--- src/rtl/execute_stage.sv ---
// execute_stage: EX pipeline stage with a 1-cycle integer ALU, an optional iterative RV32M unit and the EX/MEM register
// Build option: define RV32M_EN to build the multiply/divide FSM; otherwise M ops complete in one cycle with result 0.
// Ports: clk/rst_n (async, active-low); valid_i, alu_op_i, operand_a_i/b_i, store_data_i, sel_rd_i, mem_re_i,
//   mem_we_i, mem_size_i from decode; stall_i/flush_i from pipeline control; stall_o to decode; registered
//   sel_rd_o, mem_re_o, mem_we_o, mem_size_o, alu_result_o, store_data_o to MEM; busy_o while the M unit is active.
module execute_stage #(
  parameter int REG_ADDR_W = 5,
  parameter int SIZE_W = 2
) (
  input  logic                  clk,
  input  logic                  rst_n,
  input  logic                  valid_i,
  input  logic [4:0]            alu_op_i,
  input  logic [31:0]           operand_a_i,
  input  logic [31:0]           operand_b_i,
  input  logic [31:0]           store_data_i,
  input  logic [REG_ADDR_W-1:0] sel_rd_i,
  input  logic                  mem_re_i,
  input  logic                  mem_we_i,
  input  logic [SIZE_W-1:0]     mem_size_i,
  input  logic                  stall_i,
  input  logic                  flush_i,
  output logic                  stall_o,
  output logic [REG_ADDR_W-1:0] sel_rd_o,
  output logic                  mem_re_o,
  output logic                  mem_we_o,
  output logic [SIZE_W-1:0]     mem_size_o,
  output logic [31:0]           alu_result_o,
  output logic [31:0]           store_data_o,
  output logic                  busy_o
);
  logic                  is_m, stall_m, load;
  logic [31:0]           alu_res, m_res, res;
  logic [REG_ADDR_W-1:0] sel_rd_q, sel_rd_d;
  logic                  mem_re_q, mem_re_d, mem_we_q, mem_we_d;
  logic [SIZE_W-1:0]     mem_size_q, mem_size_d;
  logic [31:0]           alu_result_q, alu_result_d, store_data_q, store_data_d;

  // Ops 16..23 are RV32M; 24..31 fall through to ADD like any other unused code
  assign is_m = valid_i & (alu_op_i[4:3] == 2'b10);

  always_comb begin
    case (alu_op_i)
      5'd1:    alu_res = operand_a_i - operand_b_i;
      5'd2:    alu_res = operand_a_i << operand_b_i[4:0];
      5'd3:    alu_res = {31'd0, $signed(operand_a_i) < $signed(operand_b_i)};
      5'd4:    alu_res = {31'd0, operand_a_i < operand_b_i};
      5'd5:    alu_res = operand_a_i ^ operand_b_i;
      5'd6:    alu_res = operand_a_i >> operand_b_i[4:0];
      5'd7:    alu_res = $signed(operand_a_i) >>> operand_b_i[4:0];
      5'd8:    alu_res = operand_a_i | operand_b_i;
      5'd9:    alu_res = operand_a_i & operand_b_i;
      default: alu_res = operand_a_i + operand_b_i;
    endcase
  end

`ifdef RV32M_EN
  typedef enum logic [1:0] {IDLE, CALC, DONE} state_t;
  state_t      state_q, state_d;
  logic [4:0]  cnt_q, cnt_d;
  logic [63:0] acc_q, acc_d, prod;
  logic [31:0] den_q, den_d, ma, mb, spec_val, quo, rem;
  logic [2:0]  op_q, op_d;
  logic        neg_q, neg_d, rneg_q, rneg_d, spec_q, spec_d;
  logic        sgn_div, a_neg, b_neg, special;
  logic [32:0] mul_sum, div_sh, div_diff;

  // The datapath works on magnitudes; acc holds {hi, lo} for the product or {remainder, quotient} for divide
  always_comb begin
    sgn_div  = (alu_op_i[2:0] == 3'd4) | (alu_op_i[2:0] == 3'd6);
    a_neg    = operand_a_i[31] & (sgn_div | alu_op_i[2:0] == 3'd1 | alu_op_i[2:0] == 3'd2);
    b_neg    = operand_b_i[31] & (sgn_div | alu_op_i[2:0] == 3'd1);
    ma       = a_neg ? -operand_a_i : operand_a_i;
    mb       = b_neg ? -operand_b_i : operand_b_i;
    special  = alu_op_i[2] & ((operand_b_i == '0) | (sgn_div & operand_a_i == 32'h8000_0000 & operand_b_i == '1));
    spec_val = (operand_b_i == '0) ? (alu_op_i[1] ? operand_a_i : '1) : (alu_op_i[1] ? '0 : 32'h8000_0000);
    mul_sum  = {1'b0, acc_q[63:32]} + (acc_q[0] ? {1'b0, den_q} : 33'd0);
    div_sh   = {acc_q[63:32], acc_q[31]};
    div_diff = div_sh - {1'b0, den_q};
    state_d  = state_q;
    cnt_d    = cnt_q;
    acc_d    = acc_q;
    den_d    = den_q;
    op_d     = op_q;
    neg_d    = neg_q;
    rneg_d   = rneg_q;
    spec_d   = spec_q;
    if (flush_i) state_d = IDLE;
    else if (state_q == IDLE && is_m) begin
      state_d = special ? DONE : CALC;
      cnt_d   = 5'd31;
      acc_d   = {32'd0, special ? spec_val : ma};
      den_d   = mb;
      op_d    = alu_op_i[2:0];
      neg_d   = a_neg ^ b_neg;
      rneg_d  = a_neg;
      spec_d  = special;
    end else if (state_q == CALC) begin
      acc_d   = op_q[2] ? (div_diff[32] ? {div_sh[31:0], acc_q[30:0], 1'b0} : {div_diff[31:0], acc_q[30:0], 1'b1})
                        : {mul_sum, acc_q[31:1]};
      cnt_d   = cnt_q - 5'd1;
      state_d = (cnt_q == 5'd0) ? DONE : CALC;
    end else if (state_q == DONE && !stall_i) state_d = IDLE;
    prod  = neg_q ? -acc_q : acc_q;
    quo   = neg_q ? -acc_q[31:0] : acc_q[31:0];
    rem   = rneg_q ? -acc_q[63:32] : acc_q[63:32];
    m_res = spec_q ? acc_q[31:0] : op_q[2] ? (op_q[1] ? rem : quo) : (op_q[1:0] == 2'd0) ? prod[31:0] : prod[63:32];
  end

  always_ff @(posedge clk or negedge rst_n) begin
    if (!rst_n) begin
      state_q <= IDLE;
      cnt_q   <= '0;
      acc_q   <= '0;
      den_q   <= '0;
      op_q    <= '0;
      neg_q   <= 1'b0;
      rneg_q  <= 1'b0;
      spec_q  <= 1'b0;
    end else begin
      state_q <= state_d;
      cnt_q   <= cnt_d;
      acc_q   <= acc_d;
      den_q   <= den_d;
      op_q    <= op_d;
      neg_q   <= neg_d;
      rneg_q  <= rneg_d;
      spec_q  <= spec_d;
    end
  end

  // The M op is released only in the DONE cycle where the result can actually be captured
  assign stall_m = is_m & ~(state_q == DONE & ~stall_i);
  assign busy_o  = state_q != IDLE;
`else
  assign m_res   = '0;
  assign stall_m = 1'b0;
  assign busy_o  = 1'b0;
`endif

  assign stall_o = stall_m | stall_i;
  assign load    = valid_i & ~flush_i & ~stall_m;
  assign res     = is_m ? m_res : alu_res;

  always_comb begin
    sel_rd_d     = stall_i ? sel_rd_q : load ? sel_rd_i : '0;
    mem_re_d     = stall_i ? mem_re_q : load & mem_re_i;
    mem_we_d     = stall_i ? mem_we_q : load & mem_we_i;
    mem_size_d   = stall_i ? mem_size_q : load ? mem_size_i : '0;
    alu_result_d = stall_i ? alu_result_q : load ? res : '0;
    store_data_d = stall_i ? store_data_q : load ? store_data_i : '0;
  end

  always_ff @(posedge clk or negedge rst_n) begin
    if (!rst_n) begin
      sel_rd_q     <= '0;
      mem_re_q     <= 1'b0;
      mem_we_q     <= 1'b0;
      mem_size_q   <= '0;
      alu_result_q <= '0;
      store_data_q <= '0;
    end else begin
      sel_rd_q     <= sel_rd_d;
      mem_re_q     <= mem_re_d;
      mem_we_q     <= mem_we_d;
      mem_size_q   <= mem_size_d;
      alu_result_q <= alu_result_d;
      store_data_q <= store_data_d;
    end
  end

  assign sel_rd_o     = sel_rd_q;
  assign mem_re_o     = mem_re_q;
  assign mem_we_o     = mem_we_q;
  assign mem_size_o   = mem_size_q;
  assign alu_result_o = alu_result_q;
  assign store_data_o = store_data_q;
endmodule

--- config.mk ---
export PLATFORM = sky130hd
export DESIGN_NAME = execute_stage
export DESIGN_NICKNAME = d
export VERILOG_FILES = /design/src/rtl/execute_stage.sv
export SDC_FILE = /design/constraint.sdc
export NUM_CORES = 1
export LEC_CHECK = 0
export CAP_MARGIN = 20
export CORE_MARGIN = 3
export CORE_UTILIZATION = 45
export DETAILED_ROUTE_END_ITERATION = 8
export PLACE_DENSITY = 0.75
export SETUP_SLACK_MARGIN = 0.2
export SLEW_MARGIN = 25
export SYNTH_ARGS = -nofsm -noshare
export SYNTH_HDL_FRONTEND = slang
export SYNTH_SLANG_ARGS = --single-unit
--- constraint.sdc ---
create_clock -name clk -period 1.79 [get_ports clk]
set_clock_uncertainty 0.15 [all_clocks]
set_input_delay 0.358 -clock clk [delete_from_list [all_inputs] [get_ports clk]]
set_output_delay 0.358 -clock clk [all_outputs]
set_load 0.01 [all_outputs]
==> Yosys cells after proc, flatten, opt, wreduce, memory -nomap -nowiden <==
Cells that the tools add are included.
{ "totals": {"reg_bits": 73, "latchBits": 0, "ram_bits": 0, "mem_bits_ro": 0, "in_bits": 115, "output_inout_bits": 75, "wordCells": 37, "mem_count": 0} }
{ "classes": {"addsub": 2, "n_mul": 0, "div": 0, "n_lt_le_gt_ge": 2, "n_eq_ne": 10, "n_shift": 3, "n_mux": 6, "n_bitwise": 8, "reduce_logical": 0} }
{ "ops": {"columns": ["operator", "count"], "rows": [
  ["$pmux 32 s9", 1],
  ["$mux 32", 3],
  ["$lt 32x32->1", 2],
  ["$add 32x32->32", 1],
  ["$and 32x32->32", 1],
  ["$or 32x32->32", 1],
  ["$shl 32x5->32", 1],
  ["$shr 32x5->32", 1],
  ["$sshr 32x5->32", 1],
  ["$sub 32x32->32", 1],
  ["$xor 32x32->32", 1],
  ["$eq 5x3->1 const B", 4],
  ["$eq 5x2->1 const B", 2],
  ["$eq 5x4->1 const B", 2],
  ["$eq 5x1->1 const B", 1],
  ["$mux 5", 1],
  ["$and 1x1->1", 4],
  ["$eq 2x2->1 const B", 1],
  ["$mux 2", 1],
  ["$not 1->1", 1]
]} }

==> Logic depth before layout (Yosys ltp) <==
{ "depth": {"depth_word": 4, "mapped_depth": 15, "ltp_nobuf": 14} }

==> Worst setup path after synthesis <==
No wires, ideal clock.
{ "synth_timing": {"path_type": "input to register", "startpoint": "in operand_b_i[2]", "endpoint": "reg alu_result_q[24] (netlist: alu_result_o[24])", "setup_ns": 0.104, "t_arrival_ns": 3.572, "required_ns": 1.536, "setup_slack_ns": -2.036, "cell_stages": 15, "n_path_buf": 3, "cell_sequence": "buf_2 clkinv_1 buf_1 clkbuf_1 ha_1 nor2b_1 o21bai_1 a21oi_1 nor2_1 o41a_1 a21oi_2 o21ai_1 a2111oi_0 nor3b_1 a221oi_1"} }
{ "synth_between": {"elab_chain_len": 4, "elab_cells_between_ends": 8, "cone_classes": "2 x add/sub; 3 x shift; 3 x mux"} }
{ "synth_rtl": {"columns": ["item", "line", "source"], "rows": [
  ["start, declared", "15", "input logic [31:0] operand_b_i,"],
  ["$add 32x32->32, or another cell as far along", "53", "default: alu_res = operand_a_i + operand_b_i;"],
  ["$pmux 32 s9 *", "43", "case (alu_op_i)"],
  ["$mux 32 *", "143", "assign res = is_m ? m_res : alu_res;"],
  ["$mux 32 *", "150", "alu_result_d = stall_i ? alu_result_q : load ? res : '0;"],
  ["end signal, assigned", "167", "alu_result_q <= alu_result_d;"],
  ["end, declared", "37", "logic [31:0] alu_result_q, alu_result_d, store_data_q, store_data_d;"]
]} }
Every way passes the cells marked *; elsewhere a longest branch is shown, timed or not.
A chain may end at the register's enable or synchronous reset.

==> Worst setup path in the final report <==
{ "layout_timing": {"startpoint": "in operand_b_i[3]", "endpoint": "reg alu_result_q[11] (netlist: alu_result_o[11])"} }
The elaborated chain is that of the path after synthesis.

==> key figures <==
Power
  • VDD IR max: about 0.42 mV
  • Clock network power share: about a fifth
  • Comb pwr share: 62.1%
  • Internal: 0.00556 W
  • NetSw: a little over 0.004 W
  • PD cells: ~480 mW/mm2
  • Lkg Pwr: between 9 and 10 nW
  • Sequential share of power: 18.8%
  • Switching share of power: 42.2%

Worst setup path
  • CP max-delay cell: a2111oi_4
  • Reg-to-reg endpoint: alu_result_o[24]$_DFFE_PN0N_
  • Max FO, Critical Path: 3
  • Critical path class: input port to register
  • R2R Setup Slk: 40 ps
  • Crit path required time: approximately 1900 ps
  • Critical path arrival: 3110 ps
  • Critical Path Start Type: input port
  • Crit. End Element: register
  • Cell Chain, Critical Path: buf_4, inv_6, buf_4, ha_1, nor2b_1, o21ai_2, buf_4, nand2_4, nor3_4, nor3_2, a2111oi_4, xnor2_2, o211ai_1, a22o_1
  • Slowest stage delay, CP: 410 ps
  • Critical Path Most Common Cell: buf_4
  • Crit path max-delay family: compound AO/OA/AOI/OAI gates
  • CP Launch Point: operand_b_i[3]
  • R2R cell count: 7
  • CP endpoint: alu_result_o[11]$_DFFE_PN0N_
  • Number of stages on the worst setup path: 14
  • CP bufs+invs: 4
  • Reg2reg start: alu_result_o[24]$_DFFE_PN0N_

Synthesis
  • Syn_nets: 1716
  • Mapped Area: ~0.011 mm2
  • Sequential share of the synthesized area: 16.1%
  • Post-synth cell types: slightly below 90
  • YS warnings: 0
  • Syn Area/Cell: 7.54 um2
  • Post-synth EDFFs: 0
  • Post-Syn Instances: 1502
  • Ys async rst share: 100%
  • Seq cells post-synth: 73
  • Most used DFF post-synth: dfrtp_1

STA
  • Slew headroom: 50.4%
  • Highest Clock Rate: 0.331 GHz
  • Crit path time final: about 3000 ps
  • Final period utilization: 169%
  • Count of pins over their slew limit: 0
  • Setup violations, final: 32
  • Setup slack after layout: -1240 ps
  • Unrepaired setup endpoints after global routing: true
  • WHS: 338 ps
  • Fin. Hold Viols: 0
  • Fin Setup TNS: -32510 ps
  • Worst slew pin tran: 738 ps

Routing
  • Antenna Violating Nets Remaining: 0
  • Avg WL per Cell: 25.8 um
  • Drt total wl: 65200 um
  • Pre-antenna DRT Iters: 6
  • Vias per inst: 6.48
  • Vias: 16400
  • DR DRC count: 0
  • First-iteration detailed-routing DRC count: 2249

Finish
  • Most frequent cells in the layout: 541 x buf_4, 149 x nor2_1, 106 x nand2_1
  • P&R area growth vs syn: 77.4%
  • Post-Layout Cell Count: 2524
  • Fin util: 81.9%
  • FILL cells: 1605
  • Commonest non-fill, non-tap cell in the layout: buf_4
  • Final Net Count: 2408
  • Share of cells above drive strength 1: 46.7%

CTS
  • CTS H-Tree Depth: 3
  • CTS Sinks: 73
  • Clock buffer depth: 2
  • Clock root cell: clkbuf_16
  • CTS Buf Count: 9
  • Worst-skew pair later-pin latency: 350 ps
  • Reg clk slew, reported paths: 70 ps
  • CTS tree: yes

Floorplanning
  • Row Count: 57
  • Chip Height: approximately 160 um
  • I/O pin count: 190
  • Core area: 0.0245 mm2
  • Overall die width: 165 um
  • Starting density of the core: 46.2%
  • Die ar.: 0.0271 mm2

GRT
  • Grt ovf: 0
  • First-pass GRT wire length: 92600 um
  • Largest net degree at the start of global routing: 73
  • Initial antenna violation count: 3
  • Number of global-route vias before repair: between 15000 and 20000
  • GRT Total Usage: 44.6%

Placement
  • Post-Place Cells: about 2400
  • RePlAce Congestion: 1.10
  • Dpl hpwl: roughly 46000 um
  • PortBufs: between 150 and 200

Outcome
  • Failing checks: setup timing
  • Status: complete, but fails checks

Run
  • Max-cap violation count: 0

Min path
  • HP Class: register to register
==> layer usage <==
metal / up-vias / wire length, um / global-route usage [%]
met5: - / 11 / 0
met4: 2 / 6570 / 32.2
met3: 414 / 7380 / 7.93
met2: 1372 / 28600 / 71.1
met1: 7631 / 22700 / 54.1
li1: 6944 / - / -
==> worst register-to-register path, stage by stage, from the launching register on <==
cell and delay (ps):
dfrtp_1 410, nand2_1 200, nand3_1 120, a31oi_1 140, o311ai_0 150, buf_4 190, nor3b_2 220, a221oi_2 50
==> through the flow <==
stage                     setup slack [ps]  total power [W]  area [um2]
after floorplan                      -1250          0.00408       11700
after global placement               -1970          0.00650       17200
after detailed placement             -2010          0.00656       17200
after CTS                            -1040          0.00898       19300
after global routing                 -1330          0.00993       20100
final                                -1240          0.00962       20100
==> worst min-delay path by stage <==
stage / from / endpoint / slack [ps] / cells past startpoint
after floorplan: rst_n / alu_result_o[0]$_DFFE_PN0N_ / -90 / 0
after global placement: rst_n / store_data_o[9]$_DFFE_PN0N_ / 170 / 1
after detailed placement: rst_n / store_data_o[11]$_DFFE_PN0N_ / 170 / 1
after CTS: alu_result_o[16]$_DFFE_PN0N_ / alu_result_o[16]$_DFFE_PN0N_ / 340 / 2
after global routing: alu_result_o[12]$_DFFE_PN0N_ / alu_result_o[12]$_DFFE_PN0N_ / 360 / 2
final: alu_result_o[12]$_DFFE_PN0N_ / alu_result_o[12]$_DFFE_PN0N_ / 340 / 2
==> power by group through the flow <==
stage,Clock [W],Sequential (W),Combinational (W)
2_1_floorplan,0,0.00188,0.00220
3_3_place_gp,0,0.00183,0.00467
3_5_place_dp,0,0.00184,0.00472
5_1_grt,0.00191,0.00181,0.00621
4_1_cts,0.00183,0.00180,0.00534
6_report,0.00185,0.00180,0.00597
==> layout make-up <==
class | count | area [um2] | share of cell area [%]
tap | 324 | 405 | 2.02
antenna | 1 | 2.50 | 0.0125
clock buffer | 9 | 225 | 1.12
multi-input combinational | 1210 | 10400 | 51.7
timing repair buffer | 805 | 6780 | 33.8
clock inverter | 7 | 62.6 | 0.311
inverter | 95 | 397 | 1.97
sequential | 73 | 1830 | 9.09
==> cell families after synthesis <==
family,Yosys count,share of synthesized area (%)
compound gates,543,31.8
simple gates,430,17.3
buf+inv,219,7.88
fa+ha+maj,99,11.1
mux,99,12.8
flops,73,16.1
xor+xnor,38,2.94
other cells,1,0.0331
==> state kept, by name, indices dropped and copies added (netlist names) <==
signal        flops
alu_result_o     32
mem_re_o          1
mem_size_o        2
mem_we_o          1
sel_rd_o          5
store_data_o     32
==> synth_stat cells, drive strengths merged, types with 4 or more instances <==
cell / number / area share (%)
nor3b: 6 / 0.44
o2111ai: 14 / 1.1
a2111oi: 7 / 0.54
xor2: 7 / 0.54
nor4: 11 / 0.74
a221oi: 17 / 1.3
a21o: 28 / 1.9
a22o: 51 / 3.9
nor2b: 11 / 0.61
nand2: 118 / 3.9
a31oi: 13 / 0.72
nand4: 8 / 0.44
o21ai: 119 / 5.3
or3: 11 / 0.61
mux4: 35 / 7.0
o31ai: 10 / 0.66
and3: 7 / 0.39
nand3: 28 / 1.2
mux2: 12 / 1.2
o221ai: 5 / 0.39
o22ai: 10 / 0.55
xnor2: 31 / 2.4
o21bai: 14 / 0.93
inv: 94 / 3.1
nand2b: 12 / 0.66
ha: 97 / 11
a21oi: 142 / 6.3
nor2: 169 / 5.6
buf: 39 / 1.9
dfrtp: 73 / 16
a311oi: 4 / 0.31
a22oi: 22 / 1.5
mux2i: 52 / 4.6
o211ai: 18 / 1.2
clkbuf: 85 / 2.8
a211oi: 21 / 1.4
o31a: 4 / 0.31
a211o: 6 / 0.46
nor3: 27 / 1.2
and2: 7 / 0.39
==> repair_timing <==
action / 4_1_cts / 5_1_grt
endpoints found under the setup margin: 147 / 40
setup buffers: 78 / 21
hold buffers: 1 / 0
gates cloned: 0 / 1
pin swaps: 136 / 86
resized for setup: 557 / 139
endpoints found under the hold margin: 24 / 0
(Power assumes the default switching activity.)
